### src/rtl/mem_arbiter_pkg.sv
// mem_arb_pkg: shared types and constants for the memory arbiter slice.
//   arb_state_t  : FSM state encoding (IDLE, DATA, FETCH, DONE)
//   OP_READ/OP_WRITE : captured data-access operation
//   BUBBLE_INSTR : instruction word loaded on reset or on an aborted fetch
package mem_arb_pkg;

  typedef enum logic [1:0] {
    ST_IDLE  = 2'd0,
    ST_DATA  = 2'd1,
    ST_FETCH = 2'd2,
    ST_DONE  = 2'd3
  } arb_state_t;

  localparam logic OP_READ  = 1'b0;
  localparam logic OP_WRITE = 1'b1;

  localparam logic [31:0] BUBBLE_INSTR = 32'h0;

endpackage

### src/rtl/mem_arbiter_if.sv
// Bus bundles for the memory arbiter.
//   arb_cpu_if : CPU side (fetch + load/store requests, results, stall, bus_err)
//                master = CPU, slave = arbiter
//   arb_mem_if : shared memory port (req/we/addr/wdata out, ready/rdata back)
//                master = arbiter, slave = memory
interface arb_cpu_if #(
  parameter int ADDR_W = 32,
  parameter int DATA_W = 32
);
  logic              instr_read;
  logic [ADDR_W-1:0] instr_addr;
  logic [DATA_W-1:0] instr_out;
  logic              data_read;
  logic              data_write;
  logic [ADDR_W-1:0] data_addr;
  logic [DATA_W-1:0] data_in;
  logic [DATA_W-1:0] data_out;
  logic              stall;
  logic              bus_err;

  modport master (
    output instr_read, instr_addr, data_read, data_write, data_addr, data_in,
    input  instr_out, data_out, stall, bus_err
  );

  modport slave (
    input  instr_read, instr_addr, data_read, data_write, data_addr, data_in,
    output instr_out, data_out, stall, bus_err
  );
endinterface

interface arb_mem_if #(
  parameter int ADDR_W = 32,
  parameter int DATA_W = 32
);
  logic              mem_req;
  logic              mem_we;
  logic [ADDR_W-1:0] mem_addr;
  logic [DATA_W-1:0] mem_wdata;
  logic              mem_ready;
  logic [DATA_W-1:0] mem_rdata;

  modport master (
    output mem_req, mem_we, mem_addr, mem_wdata,
    input  mem_ready, mem_rdata
  );

  modport slave (
    input  mem_req, mem_we, mem_addr, mem_wdata,
    output mem_ready, mem_rdata
  );
endinterface

### src/rtl/mem_arbiter_wait_timer.sv
// arb_wait_timer: wait-cycle watchdog for the memory port.
//   clk, rst  : clock and synchronous active-high reset
//   clear_i   : zero the counter (has priority over enable_i)
//   enable_i  : count one wait cycle
//   timeout_o : high in the wait cycle that would bring the count to WAIT_MAX
module arb_wait_timer #(
  parameter int WAIT_MAX = 15
) (
  input  logic clk,
  input  logic rst,
  input  logic clear_i,
  input  logic enable_i,
  output logic timeout_o
);
  localparam int CNT_W = (WAIT_MAX < 2) ? 1 : $clog2(WAIT_MAX + 1);

  logic [CNT_W-1:0] cnt_q, cnt_d;

  // Fires on the WAIT_MAX-th consecutive wait cycle, so mem_req is held
  // without an answer for exactly WAIT_MAX cycles before the abort.
  assign timeout_o = enable_i && (cnt_q == CNT_W'(WAIT_MAX - 1));

  always_comb begin
    cnt_d = cnt_q;
    if (clear_i)       cnt_d = '0;
    else if (enable_i) cnt_d = cnt_q + CNT_W'(1);
  end

  always_ff @(posedge clk) begin
    if (rst) cnt_q <= '0;
    else     cnt_q <= cnt_d;
  end
endmodule

### src/rtl/mem_arbiter.sv
// mem_arbiter: serialises a CPU step's data access and instruction fetch onto
// one memory port, holding the pipeline via stall until both complete.
//   clk, rst : clock and synchronous active-high reset
//   cpu      : arb_cpu_if.slave  (requests in; instr_out/data_out/stall/bus_err out)
//   mem      : arb_mem_if.master (mem_req/we/addr/wdata out; mem_ready/rdata in)
module mem_arbiter
  import mem_arb_pkg::*;
#(
  parameter int ADDR_W   = 32,
  parameter int DATA_W   = 32,
  parameter int WAIT_MAX = 15
) (
  input  logic       clk,
  input  logic       rst,
  arb_cpu_if.slave   cpu,
  arb_mem_if.master  mem
);
  localparam logic [1:0] S_IDLE  = ST_IDLE;
  localparam logic [1:0] S_DATA  = ST_DATA;
  localparam logic [1:0] S_FETCH = ST_FETCH;
  localparam logic [1:0] S_DONE  = ST_DONE;

  logic [1:0]        state_q, state_d;
  logic              op_q;
  logic              fetch_pend_q;
  logic [ADDR_W-1:0] daddr_q, faddr_q;
  logic [DATA_W-1:0] wdata_q, instr_q, dout_q;
  logic              bus_err_q;

  logic data_req, in_access, access_done, timeout;

  assign data_req    = cpu.data_read | cpu.data_write;
  assign in_access   = (state_q == S_DATA) || (state_q == S_FETCH);
  // An aborted access advances the FSM exactly like a completed one.
  assign access_done = in_access && (mem.mem_ready || timeout);

  always_comb begin
    state_d = state_q;
    case (state_q)
      S_IDLE: begin
        if (data_req)            state_d = S_DATA;
        else if (cpu.instr_read) state_d = S_FETCH;
      end
      S_DATA:  if (access_done) state_d = fetch_pend_q ? S_FETCH : S_DONE;
      S_FETCH: if (access_done) state_d = S_DONE;
      default: state_d = S_IDLE;
    endcase
  end

  arb_wait_timer #(.WAIT_MAX(WAIT_MAX)) u_wait_timer (
    .clk       (clk),
    .rst       (rst),
    .clear_i   (state_d != state_q),
    .enable_i  (in_access && !mem.mem_ready),
    .timeout_o (timeout)
  );

  always_ff @(posedge clk) begin
    if (rst) begin
      state_q      <= S_IDLE;
      op_q         <= OP_READ;
      fetch_pend_q <= 1'b0;
      daddr_q      <= '0;
      faddr_q      <= '0;
      wdata_q      <= '0;
      instr_q      <= DATA_W'(BUBBLE_INSTR);
      dout_q       <= '0;
      bus_err_q    <= 1'b0;
    end else begin
      state_q <= state_d;
      if (state_q == S_IDLE) begin
        if (data_req) begin
          // Both read and write high is resolved as a store and flagged.
          op_q         <= cpu.data_write ? OP_WRITE : OP_READ;
          daddr_q      <= cpu.data_addr;
          wdata_q      <= cpu.data_in;
          fetch_pend_q <= cpu.instr_read;
          faddr_q      <= cpu.instr_addr;
          if (cpu.data_read && cpu.data_write) bus_err_q <= 1'b1;
        end else if (cpu.instr_read) begin
          fetch_pend_q <= 1'b1;
          faddr_q      <= cpu.instr_addr;
        end
      end
      if (state_q == S_DATA && access_done && op_q == OP_READ)
        dout_q <= mem.mem_ready ? mem.mem_rdata : '0;
      if (state_q == S_FETCH && access_done)
        instr_q <= mem.mem_ready ? mem.mem_rdata : DATA_W'(BUBBLE_INSTR);
      if (timeout) bus_err_q <= 1'b1;
    end
  end

  // Memory-side outputs depend only on state and captured registers.
  assign mem.mem_req   = in_access;
  assign mem.mem_we    = (state_q == S_DATA) && (op_q == OP_WRITE);
  assign mem.mem_addr  = (state_q == S_DATA)  ? daddr_q :
                         (state_q == S_FETCH) ? faddr_q : '0;
  assign mem.mem_wdata = mem.mem_we ? wdata_q : '0;

  assign cpu.stall    = in_access ||
                        ((state_q == S_IDLE) && (data_req || cpu.instr_read));
  assign cpu.instr_out = instr_q;
  assign cpu.data_out  = dout_q;
  assign cpu.bus_err   = bus_err_q;
endmodule

### src/flat_wrapper.sv
// flat-port wrapper written by rule: the top's interface ports become plain ports
module mem_arbiter_flat import mem_arb_pkg::*;
#(
  parameter int ADDR_W   = 32,
  parameter int DATA_W   = 32,
  parameter int WAIT_MAX = 15
)
  (clk, rst, cpu_instr_read, cpu_instr_addr, cpu_data_read, cpu_data_write, cpu_data_addr, cpu_data_in, cpu_instr_out, cpu_data_out, cpu_stall, cpu_bus_err, mem_mem_req, mem_mem_we, mem_mem_addr, mem_mem_wdata, mem_mem_ready, mem_mem_rdata);
  arb_cpu_if #(.ADDR_W(ADDR_W), .DATA_W(DATA_W)) cpu_i ();
  arb_mem_if #(.ADDR_W(ADDR_W), .DATA_W(DATA_W)) mem_i ();
  input  logic clk;
  input  logic rst;
  input wire logic [$bits(cpu_i.instr_read)-1:0] cpu_instr_read;
  input wire logic [$bits(cpu_i.instr_addr)-1:0] cpu_instr_addr;
  input wire logic [$bits(cpu_i.data_read)-1:0] cpu_data_read;
  input wire logic [$bits(cpu_i.data_write)-1:0] cpu_data_write;
  input wire logic [$bits(cpu_i.data_addr)-1:0] cpu_data_addr;
  input wire logic [$bits(cpu_i.data_in)-1:0] cpu_data_in;
  output wire logic [$bits(cpu_i.instr_out)-1:0] cpu_instr_out;
  output wire logic [$bits(cpu_i.data_out)-1:0] cpu_data_out;
  output wire logic [$bits(cpu_i.stall)-1:0] cpu_stall;
  output wire logic [$bits(cpu_i.bus_err)-1:0] cpu_bus_err;
  output wire logic [$bits(mem_i.mem_req)-1:0] mem_mem_req;
  output wire logic [$bits(mem_i.mem_we)-1:0] mem_mem_we;
  output wire logic [$bits(mem_i.mem_addr)-1:0] mem_mem_addr;
  output wire logic [$bits(mem_i.mem_wdata)-1:0] mem_mem_wdata;
  input wire logic [$bits(mem_i.mem_ready)-1:0] mem_mem_ready;
  input wire logic [$bits(mem_i.mem_rdata)-1:0] mem_mem_rdata;
  assign cpu_i.instr_read = cpu_instr_read;
  assign cpu_i.instr_addr = cpu_instr_addr;
  assign cpu_i.data_read = cpu_data_read;
  assign cpu_i.data_write = cpu_data_write;
  assign cpu_i.data_addr = cpu_data_addr;
  assign cpu_i.data_in = cpu_data_in;
  assign cpu_instr_out = cpu_i.instr_out;
  assign cpu_data_out = cpu_i.data_out;
  assign cpu_stall = cpu_i.stall;
  assign cpu_bus_err = cpu_i.bus_err;
  assign mem_mem_req = mem_i.mem_req;
  assign mem_mem_we = mem_i.mem_we;
  assign mem_mem_addr = mem_i.mem_addr;
  assign mem_mem_wdata = mem_i.mem_wdata;
  assign mem_i.mem_ready = mem_mem_ready;
  assign mem_i.mem_rdata = mem_mem_rdata;
  mem_arbiter #(.ADDR_W(ADDR_W), .DATA_W(DATA_W), .WAIT_MAX(WAIT_MAX)) u_core (.clk(clk), .rst(rst), .cpu(cpu_i), .mem(mem_i));
endmodule
### config.mk
export PLATFORM = sky130hd
export DESIGN_NAME = mem_arbiter_flat
export DESIGN_NICKNAME = d
export VERILOG_FILES = /design/src/rtl/mem_arbiter_pkg.sv /design/src/rtl/mem_arbiter_if.sv /design/src/rtl/mem_arbiter_wait_timer.sv /design/src/rtl/mem_arbiter.sv /design/src/flat_wrapper.sv
export SDC_FILE = /design/constraint.sdc
export NUM_CORES = 1
export LEC_CHECK = 0
export CORE_ASPECT_RATIO = 1.25
export CORE_UTILIZATION = 30
export DETAILED_ROUTE_END_ITERATION = 10
export GPL_ROUTABILITY_DRIVEN = 1
export PLACE_DENSITY = 0.69
export SLEW_MARGIN = 0
export SYNTH_ARGS = -nofsm -noshare
export SYNTH_HDL_FRONTEND = slang
export SYNTH_SLANG_ARGS = --single-unit
export TNS_END_PERCENT = 50
### constraint.sdc
create_clock -name clk -period 3.5 [get_ports clk]
set_clock_uncertainty 0.1 [all_clocks]
set_input_delay 0.7 -clock clk [delete_from_list [all_inputs] [get_ports clk]]
set_output_delay 0.7 -clock clk [all_outputs]
set_load 0.005 [all_outputs]
# Word-level counts from Yosys, hierarchy flattened
# Cells that the tools add are included.
# W data, S select, Z words.
# word_totals
regBits	169
input_bits	134
word_cells	59
# op_classes
n_addsub	1
n_eq_ne	4
n_mux	19
bitwise_logic	2
reduce_logical	23
# op_table
cell	count
$mux W32	6
$logic_and A1 B1 Y1	9
$mux W1	8
$mux W2	4
$reduce_bool A2 Y1	4
$pmux W2 S3	1
$add A4 B1 Y4 const B	1
$eq A4 B4 Y1 const B	1
$logic_or A1 B1 Y1	4
$reduce_and A2 Y1	2
$reduce_and A3 Y1	1
$eq A2 B1 Y1 const B	1
$eq A2 B2 Y1 const B	1
$logic_not A2 Y1	1
$ne A2 B2 Y1	1
$reduce_or A2 Y1	1
$logic_not A1 Y1	1
$not A1 Y1	1
$or A1 B1 Y1	1

# Logic depth before layout (Yosys ltp)
# Gate-level depths: netlist of the first run.
# depth
ltp_word	10
ltp_mapped	9

# Cells and area by module
# From an unflattened synthesis of the first run, not the netlist that was laid out.
# unflattened
hier_cells	918
area_unflattened_um2	6876.6
# by_module_without_submodules
mod	instances	cells_each	area_each_um2	seq_area_each_um2
mem_arbiter	1	899	6676.4	3303.2
arb_wait_timer	1	19	200.2	80.1

# Worst setup path after synthesis of the first run
# Ideal clock, no wire load.
# synth_path
kind	register -> output
from	register u_core.state_q[1]
to	output mem_mem_addr[11]
arrival_ps	1470
required_ps	2700
setup_slack_ps	1230
stages_incl_launch_ff	8
n_path_buf	3
cell_sequence	dfxtp_1 > inv_1 > ha_1 > buf_4 > clkbuf_1 > clkbuf_1 > nand2_1 > o21ai_0
# synth_via
elab_chain_len	3
word_cells_on_any_way	4
classes_between	2 x eq/ne; 2 x mux
# synth_rtl
item	line	source
start: declaration	mem_arbiter.sv:23	logic [1:0] state_q, state_d;
start signal: assignment	mem_arbiter.sv:70	state_q <= state_d;
$eq A2 B2 Y1	mem_arbiter.sv:97	(state_q == S_FETCH) ? faddr_q : '0;
$mux W32	mem_arbiter.sv:97	
$mux W32 *	mem_arbiter.sv:96	assign mem.mem_addr = (state_q == S_DATA) ? daddr_q :
end: declaration	flat_wrapper.sv:25	output wire logic [$bits(mem_i.mem_addr)-1:0] mem_mem_addr;
# Mark *: on every way between the ends. The rest lies on a longest branch, timed or not.

# Worst setup path after layout of the first run
# layout_path
from	register u_core.state_q[0]
to	output mem_mem_wdata[31]
# layout_via
elab_chain_len	3
# layout_rtl
item	line	source
$eq A2 B1 Y1	mem_arbiter.sv:95	assign mem.mem_we = (state_q == S_DATA) && (op_q == OP_WRITE);
$logic_and A1 B1 Y1	mem_arbiter.sv:95	
$mux W32	mem_arbiter.sv:98	assign mem.mem_wdata = mem.mem_we ? wdata_q : '0;
end: declaration	flat_wrapper.sv:26	output wire logic [$bits(mem_i.mem_wdata)-1:0] mem_mem_wdata;
# Every way passes these cells.

==> flow_summary.toml, run 1 <==
[worst_setup_path]
crit_path_cell_trace = "ha_4, buf_12, and3_1, clkdlybuf4s50_1"
crit_family = "buffers and inverters"
slowest_stage = "clkdlybuf4s50_1"
path_class = "flop to output port"
cp.arrival_ps = 2430
cp.required_ps = 2700
start_kind = "flop"
cpPeakStageDelay_ps = 530
cp-end-kind = "output port"
path_max_fanout = 45
cp_num_buf_inv = 2

[die]
rows = 61
die_h_um = 171
pin_count = 266
core_sq_mm = 0.0223
dieArea_sq_mm = 0.0234
start_util = 0.307
die-width_um = 137

[place]
hpwlAfterDp_mm = 14.1
dp_cells = 1406
dp_slack_ps = 460
gp_congestion = 0.785
port-buffer-count = 265

[drt]
drt-initial-drc-count = 348
drt_first_pass_iters = 6
routedWlPerCell_um = 15.1
finalWirelength_mm = 21.7
remaining_drc_errors = 0
via_count = 6996
ant_nets = 0
vias_per_cell = 4.87

[worst_hold_path]
hold_class = "flop to flop"

[yosys]
synthArstFlopShare = 0
synth.most_common_cell = "nand2_1"
syn_area_sq_mm = 0.00684
synth.top_cell.area_share = 0.495
syn_area_per_cell_sq_um = 7.43
synthAdderAreaFrac = 0.0110
muxShareOfSynthArea = 0
synth_edf_count = 0
synth_cells = 921
ys_warn_count = 0
synth_cell_type_count = 34
synth-simple-area-share = 0.282
synth_fp_nets = 1061
synth-compound-area-share = 0.161
seq_area_frac_synth = 0.495
synth.area.top_cells = "dfxtp_1 49%, nand2_1 18%, a21oi_1 12%"
yosys-top-cells-count = "328 x nand2_1, 169 x dfxtp_1, 165 x a21oi_1"
yosysTopAreaCell = "dfxtp_1"
synth_top_family_by_area = "simple AND/OR/NAND/NOR gates"
synth_seq_cells = 169
synth_xor_area_frac = 0.00384
ys.flop_type = "dfxtp_1"

[sta]
finalSetupViolations = 0
hold_viol = 0
drv_slew = 0
final.setup.worst_slack_ps = 268
slew_headroom = 0.442
period_minus_slack_ps = 3230
setup-tns-final_ps = 0
timing.final.crit_share = 0.923
max_freq_mhz = 309
rsz0062_at_grt = "no"
worst_pin_slew_ps = 837

[cts]
clk_path_buf_depth = 2
cts_root_buffer = "clkbuf_16"
numCtsBuffers = 17
post_cts_resized = 0
clock_latency_ps = 420
cts_tree = "done"
cts-htree-levels = 4
cts.clk_slew.worst_paths_ps = 70
clkSinkCount = 169
cts_setup_buffers = 0
ctsHoldBuffers = 0

[layout]
regArea_sq_mm = 0.00338
nNetsFinal = 1282
final_cells = 1438
diodes = 0
area_delta_synth_final_pct = 50.6
multi_input_area_sq_mm = 0.00317
drive_above_1_share = 0.0511
fillers = 2255

[power_and_ir_drop]
power_density_mw_per_mm2 = 549
max-vdd-ir-drop_v = 0.000362
power.leakage_nw = 3.73

[outcome]
outcome = "complete, no violations"

[grt]
antenna_found_initial = 1
grt.total_usage = 0.182
overflow = 0
grt_max_degree = 73
grt_pass1_wl_mm = 33.1
grt_pass1_vias = 6430

[run]
max-cap-violations = 0
[layout make-up]
cell class / instances / share of cell area
multi-input combinational: 670 / 0.308
clock inverter: 13 / 0.0131
inverter: 4 / 0.00146
sequential: 169 / 0.328
tap: 283 / 0.0344
timing repair buffer: 280 / 0.271
clock buffer: 19 / 0.0430
[layer usage]
| layer | part of all wire | routed length [um] | GRT usage |
|---|---|---|---|
| met1 | 0.42 | 9140 | 0.215 |
| met2 | 0.49 | 10700 | 0.319 |
| met3 | 0.070 | 1520 | 0.0444 |
| met4 | 0.013 | 290 | 0.0573 |
| met5 | 0.00051 | 11 | 0 |
[worst paths after layout]
kind / depth (start not counted) / from / slack [ps] / end
min reg2reg: 2 / u_core.wdata_q[29] / 350 / u_core.wdata_q[29]
min: 2 / u_core.wdata_q[29] / 350 / u_core.wdata_q[29]
max reg2reg: 7 / u_core.state_q[1] / 1010 / u_core.u_wait_timer.cnt_q[1]
max: 4 / u_core.state_q[0] / 270 / mem_mem_wdata[31]
[worst min-delay path: stages (launching register included)]
cell,delay (ps)
dfxtp_1,310
nand2_1,50
a21oi_1,50
[where the power goes]
part	switching, mW	leakage [nW]	total (mW)	internal (mW)
Clock	0.842	0.271	1.86	1.02
Combinational	0.900	2.07	1.52	0.620
Sequential	0.121	1.38	2.27	2.15
Total	1.86	3.73	5.65	3.79
[cell usage in the layout, fill, tap and decap left out, types with 2 or more instances in the layout]
cell type	count
a211oi_1	3
a21oi_1	164
a31oi_1	2
and2_1	3
and3_1	32
buf_12	3
buf_4	13
clkbuf_16	17
clkdlybuf4s50_1	263
clkinv_4	2
clkinvlp_4	4
dfxtp_1	169
ha_1	5
inv_1	4
inv_6	4
inv_8	2
nand2_1	328
nand3_1	65
nand4_1	2
nor2_1	9
nor2b_1	3
o21ai_0	33
xor2_1	2
[cells by family (layout without fill, tap and decap cells)]
| logic type | after synthesis | after routing |
|---|---|---|
| AND/OR/NAND/NOR | 451 | 451 |
| buffers and inverters | 82 | 316 |
| adder cells (fa/ha/maj) | 6 | 6 |
| flip-flops | 169 | 169 |
| XOR/XNOR | 3 | 3 |
| AO/OA/AOI/OAI | 210 | 210 |
[sequential cells by signal (all words and copies together) (netlist names)]
name,count
u_core.cpu.bus_err,1
u_core.cpu.instr_out,32
u_core.daddr_q,32
u_core.faddr_q,32
u_core.u_wait_timer.cnt_q,4
u_core.cpu.data_out,32
u_core.fetch_pend_q,1
u_core.wdata_q,32
u_core.op_q,1
u_core.state_q,2
[metrics by stage]
stage / power, mW / hold slack, ps / instance area [sq um] / util
after floorplan: 3.16 / 332 / 6840 / -
after global placement: 3.83 / 338 / 9720 / 0.436
after detailed placement: 3.85 / 344 / 9720 / 0.436
after CTS: 5.74 / 353 / 10300 / 0.462
after global routing: 5.98 / 368 / 10300 / 0.462
final: 5.65 / 352 / 10300 / 0.462
(Power assumes the default switching activity.)
==> inputs of run 2 (changes only) <==
- CORE_MARGIN: default -> 1.5
==> run 2 against run 1 <==
  * Sequential cell count stayed put
  * Register-to-register slack about the same
  * Combinational power about the same
  * Clock-buffer cell count fell by 2
  * First-iteration DRC count shrank 4.9%
  * Maximum frequency increased by 0.54%
  * Total power rose by 0.18%
  * Cell area about the same
  * Clock power barely moved
  * Setup slack improved by 17 ps
  * Utilization about the same
  * Wire length grew 1.4%
==> flow_summary.toml, run 2 (synthesis gave the netlist of run 1 again) <==
[die]
rows = 61
core_sq_mm = 0.0223
die-width_um = 138
pin_count = 266
dieArea_sq_mm = 0.0237
start_util = 0.307
die_h_um = 172

[worst_hold_path]
hold_class = "flop to flop"
min_from = "u_core.wdata_q[27]"
min_to = "u_core.wdata_q[27]"
whs_path_depth = 2

[power_and_ir_drop]
max-vdd-ir-drop_v = 0.000307
finalPower_mw = 5.66
switching_share = 0.331
clockPowerShare = 0.327
power_density_mw_per_mm2 = 550
seq_power_share = 0.401
p_sw_mw = 1.87
combinationalPowerShare = 0.273
p_int_mw = 3.79
power.leakage_nw = 3.74

[cts]
cts-htree-levels = 4
cts.clk_slew.worst_paths_ps = 70
clkSinkCount = 169
clock_latency_ps = 420
clk_path_buf_depth = 2
cts_root_buffer = "clkbuf_16"
cts_tree = "done"
numCtsBuffers = 17
ctsHoldBuffers = 0

[outcome]
outcome = "complete, no violations"

[drt]
vias_per_cell = 4.82
via_count = 6919
routedWlPerCell_um = 15.3
ant_nets = 0
drt_first_pass_iters = 5
remaining_drc_errors = 0
finalWirelength_mm = 22.0
drt-initial-drc-count = 331

[layout]
final_common_cell = "nand2_1"
drive_above_1_share = 0.0503
nNetsFinal = 1282
diodes = 0
layout_common_cells = "328 x nand2_1, 263 x clkdlybuf4s50_1, 169 x dfxtp_1"
area_delta_synth_final_pct = 50.6

[sta]
fin_hold_ws_ps = 349
worst_pin_slew_ps = 783
drv_slew = 0
timing.final.crit_share = 0.919
period_minus_slack_ps = 3210
finalSetupViolations = 0
max_freq_mhz = 311
hold_viol = 0
rsz0062_at_grt = "no"
setup-tns-final_ps = 0
slew_headroom = 0.478

[grt]
grt_max_degree = 99
grt_pass1_vias = 6594
overflow = 0
antenna_found_initial = 1
grt_pass1_wl_mm = 33.8
grt.total_usage = 0.177

[worst_setup_path]
rr_startpoint = "u_core.state_q[1]"
crit_start = "u_core.state_q[1]"
cpPeakStageDelay_ps = 550
cp.arrival_ps = 2410
slowest_stage = "clkdlybuf4s50_1"
cp_num_buf_inv = 3
rrSetupSlack_ps = 1000
r2r-end = "u_core.u_wait_timer.cnt_q[1]"
path_class = "flop to output port"
path_max_fanout = 58
cp.required_ps = 2700
start_kind = "flop"
crit_family = "buffers and inverters"
rr_worst_depth = 7
crit_path_cell_trace = "inv_1, ha_4, buf_12, nand2_1, o21ai_0, clkdlybuf4s50_1"
cp-end-kind = "output port"

[place]
port-buffer-count = 265
hpwlAfterDp_mm = 14.1
gp_congestion = 0.820

[run]
max-cap-violations = 0
## run 2: cell count changes in the layout (fill, tap and decap cells not counted)
| cell | previous run | this run |
|---|---|---|
| clkbuf_8 | 1 | 0 |
| clkinvlp_4 | 4 | 1 |
| buf_16 | 0 | 1 |
| clkbuf_1 | 1 | 0 |
| inv_6 | 4 | 5 |
| clkinv_2 | 0 | 1 |
| buf_4 | 13 | 12 |
| inv_8 | 2 | 3 |
## run 2: power groups by stage
stage                     registers (mW)  logic (mW)  clock network, mW
after floorplan                     2.28       0.876                  0
after global routing                2.30        1.71               1.97
after global placement              2.31        1.51                  0
after CTS                           2.27        1.53               1.91
final                               2.27        1.54               1.85
after detailed placement            2.31        1.53                  0
## run 2: area by class of cell
class                           count  area (sq um)
Multi-Input combinational cell    670          3170
Fill cell                        2253         12000
Timing Repair Buffer              280          2820
Clock buffer                       17           425
Tap cell                          283           354
Inverter                            4          15.0
Sequential cell                   169          3380
Clock inverter                     13           138
## run 2: routing by layer
metal  global-route usage  up-vias  wire, um
li1                     -     3483         -
met1                0.205     3196      9330
met2                0.315      217     10900
met3               0.0487       21      1410
met4               0.0586        2       330
met5                    0        -        13
## run 2: tightest hold or removal path: stages (launching register included)
cell and delay (ps):
dfxtp_1 310, nand2_1 50, a21oi_1 50
## run 2: worst max path at each step
stage,cells after the start,end,slack [ps]
after floorplan,7,mem_mem_addr[11],1230
after global placement,5,cpu_stall,500
after detailed placement,5,cpu_stall,460
after CTS,6,mem_mem_addr[17],160
after global routing,6,mem_mem_addr[28],110
final,6,mem_mem_addr[10],290
## run 2: what timing repair did
action | 4_1_cts | 5_1_grt
endpoints found under the setup margin | 0 | 1
buffers inserted | 0 | 1
resized for setup | 0 | 0
endpoints found under the hold margin | 0 | 0
## run 2: metrics by stage
step	cell area [sq um]	std cells	util	setup WS, ps
4_1_cts	10300	1435	0.461	156
2_1_floorplan	6840	921	-	1230
5_1_grt	10300	1436	0.462	112
3_5_place_dp	9710	1405	0.436	460
3_3_place_gp	9710	1405	0.436	500
6_report	10300	1436	0.462	285
==> inputs of run 3 (changes only) <==
- CAP_MARGIN: default -> 10
- GPL_ROUTABILITY_DRIVEN: 1 -> default
==> results of run 3 <==
The final DEF is identical to that of run 2; final timing and power are the same.
==> patch (flow settings as in run 2) <==
`ADDR_W` is set to 32 in 4 places; all go to 16.
--- a/src/rtl/mem_arbiter_if.sv
+++ b/src/rtl/mem_arbiter_if.sv
@@ -4,7 +4,7 @@
 //   arb_mem_if : shared memory port (req/we/addr/wdata out, ready/rdata back)
 //                master = arbiter, slave = memory
 interface arb_cpu_if #(
-  parameter int ADDR_W = 32,
+  parameter int ADDR_W = 16,
   parameter int DATA_W = 32
 );
   logic              instr_read;
@@ -30,7 +30,7 @@
 endinterface
 
 interface arb_mem_if #(
-  parameter int ADDR_W = 32,
+  parameter int ADDR_W = 16,
   parameter int DATA_W = 32
 );
   logic              mem_req;
--- a/src/rtl/mem_arbiter.sv
+++ b/src/rtl/mem_arbiter.sv
@@ -6,7 +6,7 @@
 module mem_arbiter
   import mem_arb_pkg::*;
 #(
-  parameter int ADDR_W   = 32,
+  parameter int ADDR_W   = 16,
   parameter int DATA_W   = 32,
   parameter int WAIT_MAX = 15
 ) (
--- a/src/flat_wrapper.sv
+++ b/src/flat_wrapper.sv
@@ -1,7 +1,7 @@
 // flat-port wrapper written by rule: the top's interface ports become plain ports
 module mem_arbiter_flat import mem_arb_pkg::*;
 #(
-  parameter int ADDR_W   = 32,
+  parameter int ADDR_W   = 16,
   parameter int DATA_W   = 32,
   parameter int WAIT_MAX = 15
 )
Ports: changed (resized cpu_data_addr, cpu_instr_addr and mem_mem_addr); port bits go from 266 to 218. The function was not compared with the original's and may differ.
==> patch against run 2 <==
  * Critical path depth unchanged
  * Sequential cell count decreased by 32
  * Design area shrank 18%
  * Combinational power decreased by 28%
  * Power fell by 18%
  * Routed wire length decreased by 21%
  * Cell count shrank 19%
  * Area after synthesis decreased by 19%
  * Setup slack better by 0.15 ns
  * Critical path type unchanged
  * Largest power group unchanged
==> patch: results <==
set metrics [dict create \
    worstPathArrival_ns 2.27 \
    ys_async_sr_fraction_pct 0 \
    yosys-top-cells-count "nand2_1 (232), dfxtp_1 (137), a21oi_1 (133), nand3_1 (65), clkbuf_1 (53)" \
    ys.flop_type "dfxtp_1" \
    grt_max_degree 88 \
    wl_met3_um 1373 \
    wl_met2_um 8265 \
    ir_drop_mv 0.2582 \
    highest_layer "met4" \
    synthTopCellsByArea "dfxtp_1 (50%), nand2_1 (16%), a21oi_1 (12%)" \
    grt_pass1_wl_um 27920 \
    synth_warnings 0 \
    drt_iter0_markers 267 \
    first_pass_iters 4 \
    ys_seq_area_share_pct 49.62 \
    cts_buffers 17 \
    synthDistinctLibCells 35 \
    drive_gt1_share_pct 6.243 \
    clk_pin_slew_ns 0.06 \
    maxSlewHeadroom_pct 32.15 \
    syn_nets 836 \
    slowest_stage "dfxtp_1" \
    routed_via_density 4.881 \
    critical_path.max_fanout 9 \
    post-cts-setup-buffer-count 0 \
    critPathTopFamily "buffers and inverters" \
    gp_congestion 0.7742 \
    final_nets 1024 \
    clkLatencyLatePin_ns 0.41 \
    htree_levels 4 \
    grt_pass1_vias 5471 \
    swShare_pct 32.53 \
    cts_root_buffer "clkbuf_16" \
    min_path_type "reg2reg" \
    status "finished clean" \
    grt_usage_pct 17.92 \
    m1WireLength_um 7512 \
    wl_per_cell_um 14.99 \
    cp_slowest_stage_delay_ns 0.49 \
    clockBufferDepth 2 \
    antenna_found_initial 2 \
    port_buffers 217 \
    p_leak_nw 3.060 \
    hpwl_um 11200 \
]
==> patch: changes by cell type after synthesis <==
cell      delta
nand2_1     -96
dfxtp_1     -32
clkbuf_1    -12
buf_1        -3
o21ai_0     -17
buf_4        -2
a21oi_1     -32
o21ai_1      +1
==> patch: worst reg2reg max path: stages, from the launching register on <==
cell and delay (ns):
dfxtp_1 0.37, inv_1 0.16, ha_1 0.39, or3b_4 0.44, nor4b_4 0.15, a2111oi_4 0.36, nand4_2 0.21, a211oi_2 0.17
==> patch: final timing paths <==
check | slack [ns] | depth (start not counted) | end | startpoint
hold / removal | 0.35 | 2 | u_core.cpu.data_out[2] | u_core.cpu.data_out[2]
setup / recovery | 0.43 | 6 | cpu_stall | u_core.state_q[0]
setup reg to reg | 1.07 | 7 | u_core.u_wait_timer.cnt_q[1] | u_core.state_q[1]
hold reg to reg | 0.35 | 2 | u_core.cpu.data_out[2] | u_core.cpu.data_out[2]
==> patch: logic make-up (layout without fill, tap and decap cells) <==
| kind of cell | after synthesis | after routing | share of synthesized area, % |
|---|---|---|---|
| DFF | 137 | 137 | 49.62 |
| and+or+nand+nor | 355 | 355 | 28.41 |
| other | 0 | 2 | 0 |
| AOI/OAI and AO/OA | 162 | 162 | 15.60 |
| buffers and inverters | 65 | 266 | 4.549 |
| xor gates and xnor gates | 3 | 3 | 0.4754 |
| adders and majority gates | 6 | 6 | 1.358 |
==> patch: layout make-up <==
cell class              instances  area, µm²
fillers                      1788       9658
inverters                       4      15.01
clock buffers                  17      425.4
multi-input cells             526       2562
diodes                          2      5.005
repair buffers                230       2275
flip-flops and latches        137       2743
well taps                     228      285.3
clock inverters                15      130.1
==> patch: per-layer routing <==
layer  vias to the layer above  track usage [%]
met5                         -                0
li1                       2817                -
met4                         0            4.871
met1                      2636            20.78
met2                       187            30.56
met3                        17            7.264
==> patch: timing repair <==
item	4_1_cts	5_1_grt
setup endpoints to repair	0	7
hold buffers	0	0
gates resized for setup	0	1
==> patch: power groups by stage <==
stage	sequential (mW)	clock, mW	combinational [mW]
6_report	1.82	1.69	1.11
5_1_grt	1.83	1.81	1.24
2_1_floorplan	1.82	0	0.656
3_3_place_gp	1.85	0	1.12
3_5_place_dp	1.85	0	1.13
4_1_cts	1.81	1.74	1.13
==> patch: stage by stage <==
step,hold WS [ns],power (mW),instances,worst slack (ns),area (µm²)
final,0.3507,4.622,1159,0.4332,8441
after global placement,0.3377,2.963,1125,0.5004,7878
after detailed placement,0.3440,2.974,1125,0.4945,7878
after global routing,0.3668,4.887,1157,0.2589,8436
after floorplan,0.3319,2.480,728,1.194,5528
after CTS,0.3525,4.684,1157,0.1690,8433
